--- src/rtl/multicycle_ctrl.sv ---
// Control FSM for the shared multi-cycle MIPS datapath: decodes the IR opcode,
// sequences the per-cycle datapath enables and guards every memory wait with a timeout.
module multicycle_ctrl #(
  parameter int MEM_TIMEOUT = 16
) (
  input  logic       clk,
  input  logic       reset,
  input  logic [5:0] opcode,
  input  logic       mem_ready,
  output logic       mem_read,
  output logic       mem_write,
  output logic       iord,
  output logic       ir_write,
  output logic       pc_write,
  output logic       pc_write_beq,
  output logic       pc_write_bne,
  output logic       pc_source,
  output logic       alu_src_a,
  output logic [1:0] alu_src_b,
  output logic [1:0] aluop,
  output logic       reg_dst,
  output logic       mem_to_reg,
  output logic       reg_write,
  output logic       illegal_op,
  output logic       mem_err,
  output logic [3:0] state
);

  // state   | meaning
  // FETCH   | read instruction at PC, PC+4 into PC on mem_ready
  // DECODE  | branch target into ALUOut, dispatch on opcode
  // MEMADR  | effective address for lw/sw
  // MEMRD   | data read at ALUOut
  // MEMWB   | MDR into rt
  // MEMWR   | data write at ALUOut
  // EXEC    | R-type ALU operation
  // ALUWB   | ALUOut into rd
  // BRANCH  | compare, conditional PC load
  // ADDIEX  | A + sign-extended immediate
  // ADDIWB  | ALUOut into rt
  // ERROR   | memory timeout, outputs idle until reset
  typedef enum logic [3:0] {
    S_FETCH  = 4'd0,
    S_DECODE = 4'd1,
    S_MEMADR = 4'd2,
    S_MEMRD  = 4'd3,
    S_MEMWB  = 4'd4,
    S_MEMWR  = 4'd5,
    S_EXEC   = 4'd6,
    S_ALUWB  = 4'd7,
    S_BRANCH = 4'd8,
    S_ADDIEX = 4'd9,
    S_ADDIWB = 4'd10,
    S_ERROR  = 4'd11
  } state_e;

  localparam logic [5:0] OP_RTYPE = 6'b000000;
  localparam logic [5:0] OP_LW    = 6'b100011;
  localparam logic [5:0] OP_SW    = 6'b101011;
  localparam logic [5:0] OP_ADDI  = 6'b001000;
  localparam logic [5:0] OP_BEQ   = 6'b000100;
  localparam logic [5:0] OP_BNE   = 6'b000101;

  localparam int CW = (MEM_TIMEOUT < 2) ? 1 : $clog2(MEM_TIMEOUT + 1);
  localparam logic [CW-1:0] CNT_LAST = CW'(MEM_TIMEOUT - 1);

  state_e        state_q, state_d;
  logic [CW-1:0] cnt_q, cnt_d;
  logic [5:0]    op_q, op_d;
  logic          mem_err_q, mem_err_d;
  logic          timeout;

  always_ff @(posedge clk) begin
    if (reset) begin
      state_q   <= S_FETCH;
      cnt_q     <= '0;
      op_q      <= '0;
      mem_err_q <= 1'b0;
    end else begin
      state_q   <= state_d;
      cnt_q     <= cnt_d;
      op_q      <= op_d;
      mem_err_q <= mem_err_d;
    end
  end

  // Last allowed wait cycle: mem_ready here still completes normally.
  assign timeout = (cnt_q == CNT_LAST) && !mem_ready;

  always_comb begin
    state_d      = state_q;
    cnt_d        = cnt_q;
    op_d         = op_q;
    mem_err_d    = mem_err_q;
    mem_read     = 1'b0;
    mem_write    = 1'b0;
    iord         = 1'b0;
    ir_write     = 1'b0;
    pc_write     = 1'b0;
    pc_write_beq = 1'b0;
    pc_write_bne = 1'b0;
    pc_source    = 1'b0;
    alu_src_a    = 1'b0;
    alu_src_b    = 2'b00;
    aluop        = 2'b00;
    reg_dst      = 1'b0;
    mem_to_reg   = 1'b0;
    reg_write    = 1'b0;
    illegal_op   = 1'b0;
    state        = state_q;
    mem_err      = mem_err_q;

    case (state_q)
      S_FETCH: begin
        mem_read  = 1'b1;
        alu_src_b = 2'b01;
        if (mem_ready) begin
          ir_write = 1'b1;
          pc_write = 1'b1;
          state_d  = S_DECODE;
        end else if (timeout) begin
          state_d   = S_ERROR;
          mem_err_d = 1'b1;
        end
      end
      S_DECODE: begin
        alu_src_b = 2'b11;
        op_d      = opcode;
        case (opcode)
          OP_LW, OP_SW:   state_d = S_MEMADR;
          OP_ADDI:        state_d = S_ADDIEX;
          OP_BEQ, OP_BNE: state_d = S_BRANCH;
          OP_RTYPE:       state_d = S_EXEC;
          default: begin
            illegal_op = 1'b1;
            state_d    = S_FETCH;
          end
        endcase
      end
      S_MEMADR: begin
        alu_src_a = 1'b1;
        alu_src_b = 2'b10;
        state_d   = (op_q == OP_LW) ? S_MEMRD : S_MEMWR;
      end
      S_MEMRD: begin
        mem_read = 1'b1;
        iord     = 1'b1;
        if (mem_ready) begin
          state_d = S_MEMWB;
        end else if (timeout) begin
          state_d   = S_ERROR;
          mem_err_d = 1'b1;
        end
      end
      S_MEMWB: begin
        reg_write  = 1'b1;
        mem_to_reg = 1'b1;
        state_d    = S_FETCH;
      end
      S_MEMWR: begin
        mem_write = 1'b1;
        iord      = 1'b1;
        if (mem_ready) begin
          state_d = S_FETCH;
        end else if (timeout) begin
          state_d   = S_ERROR;
          mem_err_d = 1'b1;
        end
      end
      S_EXEC: begin
        alu_src_a = 1'b1;
        aluop     = 2'b10;
        state_d   = S_ALUWB;
      end
      S_ALUWB: begin
        reg_write = 1'b1;
        reg_dst   = 1'b1;
        state_d   = S_FETCH;
      end
      S_ADDIEX: begin
        alu_src_a = 1'b1;
        alu_src_b = 2'b10;
        state_d   = S_ADDIWB;
      end
      S_ADDIWB: begin
        reg_write = 1'b1;
        state_d   = S_FETCH;
      end
      S_BRANCH: begin
        alu_src_a    = 1'b1;
        aluop        = 2'b01;
        pc_source    = 1'b1;
        pc_write_beq = (op_q == OP_BEQ);
        pc_write_bne = (op_q == OP_BNE);
        state_d      = S_FETCH;
      end
      S_ERROR: state_d = S_ERROR;
      default: state_d = S_FETCH;
    endcase

    // Any state change restarts the wait count for the next memory state.
    if (state_d != state_q) begin
      cnt_d = '0;
    end else if ((state_q == S_FETCH || state_q == S_MEMRD || state_q == S_MEMWR) && !mem_ready) begin
      cnt_d = cnt_q + CW'(1);
    end

    if (reset) begin
      mem_read     = 1'b0;
      mem_write    = 1'b0;
      iord         = 1'b0;
      ir_write     = 1'b0;
      pc_write     = 1'b0;
      pc_write_beq = 1'b0;
      pc_write_bne = 1'b0;
      pc_source    = 1'b0;
      alu_src_a    = 1'b0;
      alu_src_b    = 2'b00;
      aluop        = 2'b00;
      reg_dst      = 1'b0;
      mem_to_reg   = 1'b0;
      reg_write    = 1'b0;
      illegal_op   = 1'b0;
      state        = 4'd0;
      mem_err      = 1'b0;
    end
  end

endmodule
--- config.mk ---
export PLATFORM = sky130hd
export DESIGN_NAME = multicycle_ctrl
export DESIGN_NICKNAME = d
export VERILOG_FILES = /design/src/rtl/multicycle_ctrl.sv
export SDC_FILE = /design/constraint.sdc
export NUM_CORES = 1
export LEC_CHECK = 0
export BUFFER_PORTS_ARGS = -buffer_cell sky130_fd_sc_hd__buf_2
export CORE_UTILIZATION = 55
export DETAILED_ROUTE_END_ITERATION = 8
export PLACE_DENSITY = 0.93
export SLEW_MARGIN = 40
export SYNTH_ARGS = -nofsm -noshare
export SYNTH_HDL_FRONTEND = slang
export SYNTH_SLANG_ARGS = --single-unit
--- constraint.sdc ---
create_clock -name clk -period 4.11 [get_ports clk]
set_input_delay 0.822 -clock clk [delete_from_list [all_inputs] [get_ports clk]]
set_output_delay 0.822 -clock clk [all_outputs]
set_load 0.01 [all_outputs]
==> impl_metrics.ini, run 1 <==
[clocking]
tritoncts_num_sinks = 16
cts_max_path_buffers = 2
cts_inserted_buffers = 3
worst_setup_hold_path_clk_slew_ns = 0.09
insertion_delay_ns = 0.29
cts-hold-fix-buffers = 0
cts_htree_levels = 1
cts_repair_resize_count = 0
cts_setup_buffers = 0
clock_tree.root_cell = clkbuf_4
cts_tree = built

[critical_path]
start_kind = primary input
critical_path_data_required_time_ns = 3.29
critPathArrivalTime_ns = 2.16
critPathCaptureType = output pin
critPathMaxFanout = 5
critPathKind = in -> out

[routing]
postRouteWirelength_mm = 2.87
iteration_0_drc_markers = 34
detailedRoute.firstPassIterationCount = 5
viasPerCell = 6.11
detail-route-antenna-nets = 0
routed-via-count = 1283
post-route-drc-count = 0
wl_per_cell_um = 13.6

[place]
place.port_buffers = 30
place_hpwl_mm = 2.02
gp_routability_congestion = 0.820
dp_worst_setup_slack_ns = 1.17

[floorplanning]
fp-row-count = 16
die_area_um2 = 2380
core-area_um2 = 2000
floorplan.die.height_um = 48.8
ioPinCount = 31
fp.dieW_um = 48.8
floorplan.initialDensity_pct = 60.3

[timing]
slew_viol_final = 0
fmax_mhz = 335
setup_slack_ns = 1.12
finalSetupViolCount = 0
rsz0062_at_grt = false
min_period_over_period_pct = 72.6
worst_slew_pin_slew_ns = 0.711
finalClockSkew_ns = 0.000843
setup-tns-final_ns = 0
slew-limit-headroom_pct = 52.5
final_period_minus_worst_setup_slack_ns = 2.99
timing_hold_violations_final = 0

[layout]
layout_common_cells = buf_2 (30), nor2_1 (19), nand2_1 (17)
fill_cell_count = 166
syn_to_final_growth_pct = 13.7
layout.nets = 195
utilization_pct = 68.5
insertedDiodeCount = 0
commonest_non_fill_non_tap_cell_in_the_layout = buf_2
drive_above_1_share_pct = 25.1

[power]
power_frac_comb_pct = 18.3
maximum_vdd_drop_v = 0.000220
power.density_nw_per_um2 = 246
fraction_of_power_spent_switching_nets_pct = 28.6
leakagePower_nw = 0.538
p_seq_share_pct = 50.5
net-switching-power_w = 0.0000963
cellInternalPower_w = 0.000241
clockPowerShare_pct = 31.1

[grt]
maximum_number_of_pins_on_one_net_before_global_route_repair = 28
grt_pass1_vias = 1087
globalRouteTotalUtil_pct = 25.5
grt_first_pass_wirelength_mm = 4.83
globalRouteOverflowTotal = 0
antenna_found_initial = 0

[synth]
syn_area_per_cell_um2 = 7.49
ys_warn_count = 0
async_flop_share_pct = 0
post-synth-top-area-cell = dfxtp_1
syn_inst_count = 161
synth_nets = 172
count_of_cell_types_in_the_netlist = 48
synth.area.top_cells = dfxtp_1 (27%), nor2_1 (5.9%), a21oi_1 (5.8%)
number_of_enable_flip_flop_cells_after_synthesis = 0
postSynth.topFlopCell = dfxtp_1
mappedNetlistArea_um2 = 1210
yosys_register_bits = 16
synth_largest_type_area_fraction_pct = 26.6
part_of_the_yosys_area_used_for_sequential_elements_pct = 26.6

[run_status]
status = complete, no violations

[hold_path]
worst_hold_path_type = reg -> reg

[run]
maxCapViolCount = 0
-- power by group through the flow --
stage	registers, W	logic, W	clock network, W
2_1_floorplan	0.000169	0.0000489	0
3_3_place_gp	0.000173	0.0000569	0
3_5_place_dp	0.000173	0.0000595	0
4_1_cts	0.000170	0.0000606	0.000105
5_1_grt	0.000172	0.0000680	0.000110
6_report	0.000170	0.0000617	0.000105
-- synthesized netlist by cell type, types with 3 or more instances --
cell      instances
inv_1             7
nor4_1            8
nand2_1          17
o21ai_0           3
nand2b_1          3
a211oi_1          6
nor3_1            6
nor2_1           19
nor2b_1           4
clkbuf_1          8
xnor2_1           3
dfxtp_1          16
a21oi_1          14
or3_1             3
-- flip-flops by register name, summed over array words and instances (netlist names) --
name,count
mem_err_q,1
cnt_q,5
op_q,6
state_q,4
-- final cells by class --
type                       instances  area, um^2  share of cell area (%)
inverter                           7        26.3                    1.92
tap                               27        33.8                    2.46
clock buffer                       4        36.3                    2.65
timing repair buffer              30         150                    10.9
multi-input combinational        126         805                    58.7
sequential                        16         320                    23.4
-- logic make-up after synthesis --
kind of cell,after synthesis,share of synthesized area (%)
AND/OR/NAND/NOR,82,38.3
AO/OA/AOI/OAI,35,20.2
flip-flops,16,26.6
XOR/XNOR,5,3.63
adder cells (fa/ha/maj),2,2.07
multiplexers,2,1.66
buffers and inverters,19,7.57
-- critical path, cell delays in order --
cell	delay, ns
buf_2	0.13
or4_1	0.52
a211oi_1	0.44
nor4_1	0.10
buf_2	0.16
-- routing by layer --
metal | global-route usage, % | vias up | routed length (um)
met3 | 3.12 | 4 | 160
met4 | 9.31 | 0 | 40
li1 | - | 632 | -
met1 | 33.3 | 604 | 1170
met5 | 0 | - | 0
met2 | 42.8 | 43 | 1490
-- stage by stage --
step / area, um^2 / total power, W / std cells / hold WS (ns)
after floorplan: 1210 / 0.000218 / 161 / 0.432
after global placement: 1330 / 0.000230 / 206 / 0.446
after detailed placement: 1330 / 0.000233 / 206 / 0.447
after CTS: 1360 / 0.000335 / 210 / 0.461
after global routing: 1370 / 0.000350 / 210 / 0.482
final: 1370 / 0.000337 / 210 / 0.457
-- final timing paths --
path	from	to	slack, ns	depth (start not counted)
setup / recovery	opcode[0]	illegal_op	1.12	5
hold / removal	mem_err_q	mem_err_q	0.46	2
setup reg to reg	cnt_q[0]	cnt_q[3]	1.42	8
hold reg to reg	mem_err_q	mem_err_q	0.46	2
Power figures use the tool's default switching activity.
==> inputs of run 2 (changes only) <==
- CORE_UTILIZATION: 55 -> 52
- PLACE_DENSITY: 0.93 -> 0.9
- clock period: 4.11 -> 2.8 ns (I/O delays scaled with it)
==> run 2 against run 1 <==
  * Non-clock buffer count increased by 2
  * First-iteration DRC count decreased by 35%
  * Die area increased by 5.5%
  * Critical path depth decreased by 2
  * Setup slack got worse by 0.89 ns
  * Critical path type is now reg -> out
  * Wire length decreased by 3.5%
  * Count of clock-buffer cells in the layout unchanged
  * Register-to-register slack got worse by 1.2 ns
  * Via count decreased by 3.0%
  * Global-route usage decreased by 1.9 points
  * Power increased by 47%
==> impl_metrics.ini, run 2 (synthesized netlist as in run 1, its figures left out) <==
[place]
place_hpwl_mm = 2.02
gp_routability_congestion = 0.893
place.port_buffers = 30

[clocking]
cts-hold-fix-buffers = 0
worst_setup_hold_path_clk_slew_ns = 0.09
insertion_delay_ns = 0.29
clock_tree.root_cell = clkbuf_4
cts_htree_levels = 1
cts_repair_resize_count = 0
tritoncts_num_sinks = 16
cts_max_path_buffers = 2
cts_inserted_buffers = 3
cts_setup_buffers = 0
cts_tree = built

[floorplanning]
die_area_um2 = 2520
fp.dieW_um = 50.2
ioPinCount = 31
floorplan.initialDensity_pct = 55.1
fp-row-count = 17
core-area_um2 = 2190
floorplan.die.height_um = 50.2

[routing]
post-route-drc-count = 0
detailedRoute.firstPassIterationCount = 4
detail-route-antenna-nets = 0
viasPerCell = 5.84
routed-via-count = 1244
postRouteWirelength_mm = 2.76
wl_per_cell_um = 13.0
iteration_0_drc_markers = 22

[grt]
globalRouteTotalUtil_pct = 23.5
antenna_found_initial = 0
grt_pass1_vias = 1097
maximum_number_of_pins_on_one_net_before_global_route_repair = 28
globalRouteOverflowTotal = 0
grt_first_pass_wirelength_mm = 4.67

[critical_path]
cpLargestDelayFamily = flip-flops
crit_path_top_delay_cell = dfxtp_1
critPathKind = reg -> out
critical_path_data_required_time_ns = 2.24
cell_chain_critical_path = or3b_2 -> a211oi_1 -> buf_2
start_kind = flip-flop
critical_path.n_buffers_inverters = 1
timing.reg2reg.setup_slack_ns = 0.26
critPathMaxFanout = 25
critPathCaptureType = output pin
critPathArrivalTime_ns = 2.01
cp_slowest_stage_delay_ns = 0.80

[layout]
layout.nets = 197
registers_with_the_most_flip_flops = op_q x6, cnt_q x5, state_q x4
commonest_non_fill_non_tap_cell_in_the_layout = buf_2
layout_common_cells = buf_2 (30), nor2_1 (19), nand2_1 (17)
top_register = op_q
syn_to_final_growth_pct = 14.6
largest_register_ffs = 6
utilization_pct = 63.1
fill_cell_count = 207
drive_above_1_share_pct = 25.4
insertedDiodeCount = 0

[timing]
finalClockSkew_ns = 0.00491
worst_slew_pin_slew_ns = 0.721
finalSetupViolCount = 0
setup-tns-final_ns = 0
slew-limit-headroom_pct = 51.9
fmax_mhz = 389
rsz0062_at_grt = false
final_period_minus_worst_setup_slack_ns = 2.57
slew_viol_final = 0
min_period_over_period_pct = 91.7
timing_hold_violations_final = 0

[run_status]
status = complete, no violations

[power]
maximum_vdd_drop_v = 0.000369
leakagePower_nw = 0.547
power.density_nw_per_um2 = 358

[hold_path]
worst_hold_path_type = reg -> reg

[run]
maxCapViolCount = 0
[run 2: cell count changes in the layout (fill, tap and decap cells not counted), sizes merged]
cell,previous run,this run
buf,30,32
[run 2: tightest hold or removal path, stage by stage (launching register included)]
cell,delay (ns)
dfxtp_1,0.32
nand2_1,0.05
a21oi_1,0.05
[run 2: path summary, 6_finish.rpt]
path,startpoint,end,depth (start not counted)
worst max register to register,cnt_q[0],cnt_q[3],8
worst min-delay path,op_q[3],op_q[3],2
worst max-delay path,state_q[1],alu_src_b[1],3
worst min register to register,op_q[3],op_q[3],2
[run 2: layer usage]
layer	up-vias	GRT usage, %	wire [um]
li1	638	-	-
met2	26	39.1	1390
met1	577	31.2	1250
met4	0	9.52	25
met3	3	1.82	97
met5	-	0	0
[run 2: power breakdown]
group          total [W]  internal, W  switching, W
Clock           0.000153    0.0000793     0.0000737
Combinational  0.0000939    0.0000390     0.0000549
Sequential      0.000248     0.000237     0.0000110
[run 2: through the flow]
| step | total power [W] | hold slack, ns | cells | worst slack, ns | instance area [um^2] |
|---|---|---|---|---|---|
| global route | 0.000523 | 0.494 | 213 | 0.0611 | 1380 |
| CTS | 0.000499 | 0.470 | 213 | 0.215 | 1380 |
| finish | 0.000495 | 0.467 | 213 | 0.232 | 1380 |
| detailed placement | 0.000346 | 0.456 | 209 | 0.276 | 1340 |
| global placement | 0.000342 | 0.446 | 209 | 0.387 | 1340 |
| floorplan | 0.000319 | 0.432 | 161 | 0.482 | 1210 |
[run 2: cell type report]
type	count	area, um^2	share of cell area [%]
inverter	7	26.3	1.90
multi-input combinational	126	800	57.8
clock buffer	4	36.3	2.62
timing repair buffer	32	165	11.9
tap	28	35.0	2.53
sequential	16	320	23.2
==> inputs of run 3 (changes only) <==
- BUFFER_PORTS_ARGS: -buffer_cell sky130_fd_sc_hd__buf_2 -> -buffer_cell sky130_fd_sc_hd__buf_4
==> run 3 against run 2 <==
  * Sequential share of layout area is 1.1 points lower
  * Largest power group unchanged
  * Fmax is 3.8% lower
  * Largest cell class unchanged
  * Via count is 1.6% higher
  * Clock skew is 0.0038 ns lower
  * Utilization is 3.2 points higher
  * First-iteration DRC count is 36% higher
==> impl_metrics.ini, run 3 (synthesized netlist as in run 1, its figures left out) <==
[run_status]
status = complete, no violations

[layout]
registers_with_the_most_flip_flops = op_q x6, cnt_q x5, state_q x4
syn_to_final_growth_pct = 20.4
layout.nets = 197
drive_above_1_share_pct = 24.9
layout_common_cells = buf_4 (32), nor2_1 (19), nand2_1 (17)
insertedDiodeCount = 0
final_cell_area_um2 = 1450
fill_cell_count = 183
largest_register_ffs = 6
final-instance-count-excl-fill = 213
commonest_non_fill_non_tap_cell_in_the_layout = buf_4
top_register = op_q

[clocking]
cts-hold-fix-buffers = 0
cts_tree = built
insertion_delay_ns = 0.29
cts_inserted_buffers = 3
clock_tree.root_cell = clkbuf_4
cts_htree_levels = 1
cts_repair_resize_count = 0
cts_setup_buffers = 0
worst_setup_hold_path_clk_slew_ns = 0.09
tritoncts_num_sinks = 16
cts_max_path_buffers = 2

[timing]
setup-tns-final_ns = 0
worst_slew_pin_slew_ns = 0.804
final_period_minus_worst_setup_slack_ns = 2.67
rsz0062_at_grt = false
slew-limit-headroom_pct = 46.0
finalClockSkew_ns = 0.00108
timing_hold_violations_final = 0
setup_slack_ns = 0.131
fmax_mhz = 375
min_period_over_period_pct = 95.3
slew_viol_final = 0
finalSetupViolCount = 0

[critical_path]
start_kind = flip-flop
critical_path_data_required_time_ns = 2.99
critPathCaptureType = flip-flop
critPathMaxFanout = 5
critPathArrivalTime_ns = 2.86
rr_startpoint = cnt_q[0]
critPathKind = reg -> reg
worstSetupStartpoint = cnt_q[0]

[power]
power.density_nw_per_um2 = 345
total_power_w = 0.000502
leakagePower_nw = 0.550
maximum_vdd_drop_v = 0.000284

[grt]
globalRouteOverflowTotal = 0
globalRouteTotalUtil_pct = 24.1
grt-busiest-layer = met2
groute.layer.met1.usage_pct = 29.2
antenna_found_initial = 0
grt_pass1_vias = 1141
groute.layer.met3.usage_pct = 4.24
grt_util_met2_pct = 40.2
grt_first_pass_wirelength_mm = 4.62
maximum_number_of_pins_on_one_net_before_global_route_repair = 28

[routing]
routed-via-count = 1264
post-route-drc-count = 0
iteration_0_drc_markers = 30
detail-route-antenna-nets = 0
postRouteWirelength_mm = 2.76
detailedRoute.firstPassIterationCount = 4
viasPerCell = 5.93
wl_per_cell_um = 13.0

[place]
postPlaceCellArea_um2 = 1420
gp_routability_congestion = 0.838
dp_worst_setup_slack_ns = 0.164
place_hpwl_mm = 2.07
place.port_buffers = 30
place_inst = 209

[floorplanning]
ioPinCount = 31
floorplan.die.height_um = 50.2
core-area_um2 = 2190
fp.dieW_um = 50.2
fp-row-count = 17
die_area_um2 = 2520
floorplan.initialDensity_pct = 55.1

[hold_path]
worst_hold_path_type = reg -> reg
min-delay-start = mem_err_q

[run]
maxCapViolCount = 0
-- run 3: cell types whose count changed in the layout (fill, tap and decap cells not counted) --
cell | before | now
buf_2 | 30 | 0
buf_4 | 2 | 32
nor3_1 | 5 | 6
nor3_2 | 1 | 0
-- run 3: metrics by stage --
stage | util (%) | hold WS (ns)
floorplan | - | 0.432
global placement | 64.6 | 0.446
detailed placement | 64.6 | 0.446
CTS | 66.3 | 0.460
global route | 66.3 | 0.496
finish | 66.3 | 0.456
-- run 3: worst max-delay path, stage by stage (launching register included) --
cell	delay (ns)
dfxtp_1	0.35
ha_1	0.23
and3_1	0.18
ha_1	0.23
or4b_2	0.63
a211oi_1	0.30
a211oi_1	0.12
xnor2_1	0.21
nor4_1	0.31
-- run 3: per-layer routing --
layer  wire, um  share of wire [%]
met5          0                  0
met2       1360                 49
met1       1240                 45
met3         94                3.4
met4         72                2.6
-- run 3: layout make-up --
cell class	count	area (um^2)	area share, %
repair buffers	32	240	16.5
well taps	28	35.0	2.41
flip-flops and latches	16	320	22.0
multi-input cells	126	795	54.7
inverters	7	26.3	1.81
clock buffers	4	36.3	2.50
-- run 3: path summary, 6_finish.rpt --
path / slack, ns / depth (start not counted) / end
max: 0.13 / 8 / cnt_q[0]
min: 0.46 / 2 / mem_err_q
max reg2reg: 0.13 / 8 / cnt_q[0]
min reg2reg: 0.46 / 2 / mem_err_q
-- run 3: power breakdown --
group	switching [W]	total (W)	internal, W
Combinational	0.0000567	0.000102	0.0000457
Clock	0.0000729	0.000152	0.0000793
Sequential	0.0000101	0.000247	0.000237
Total	0.000140	0.000502	0.000362
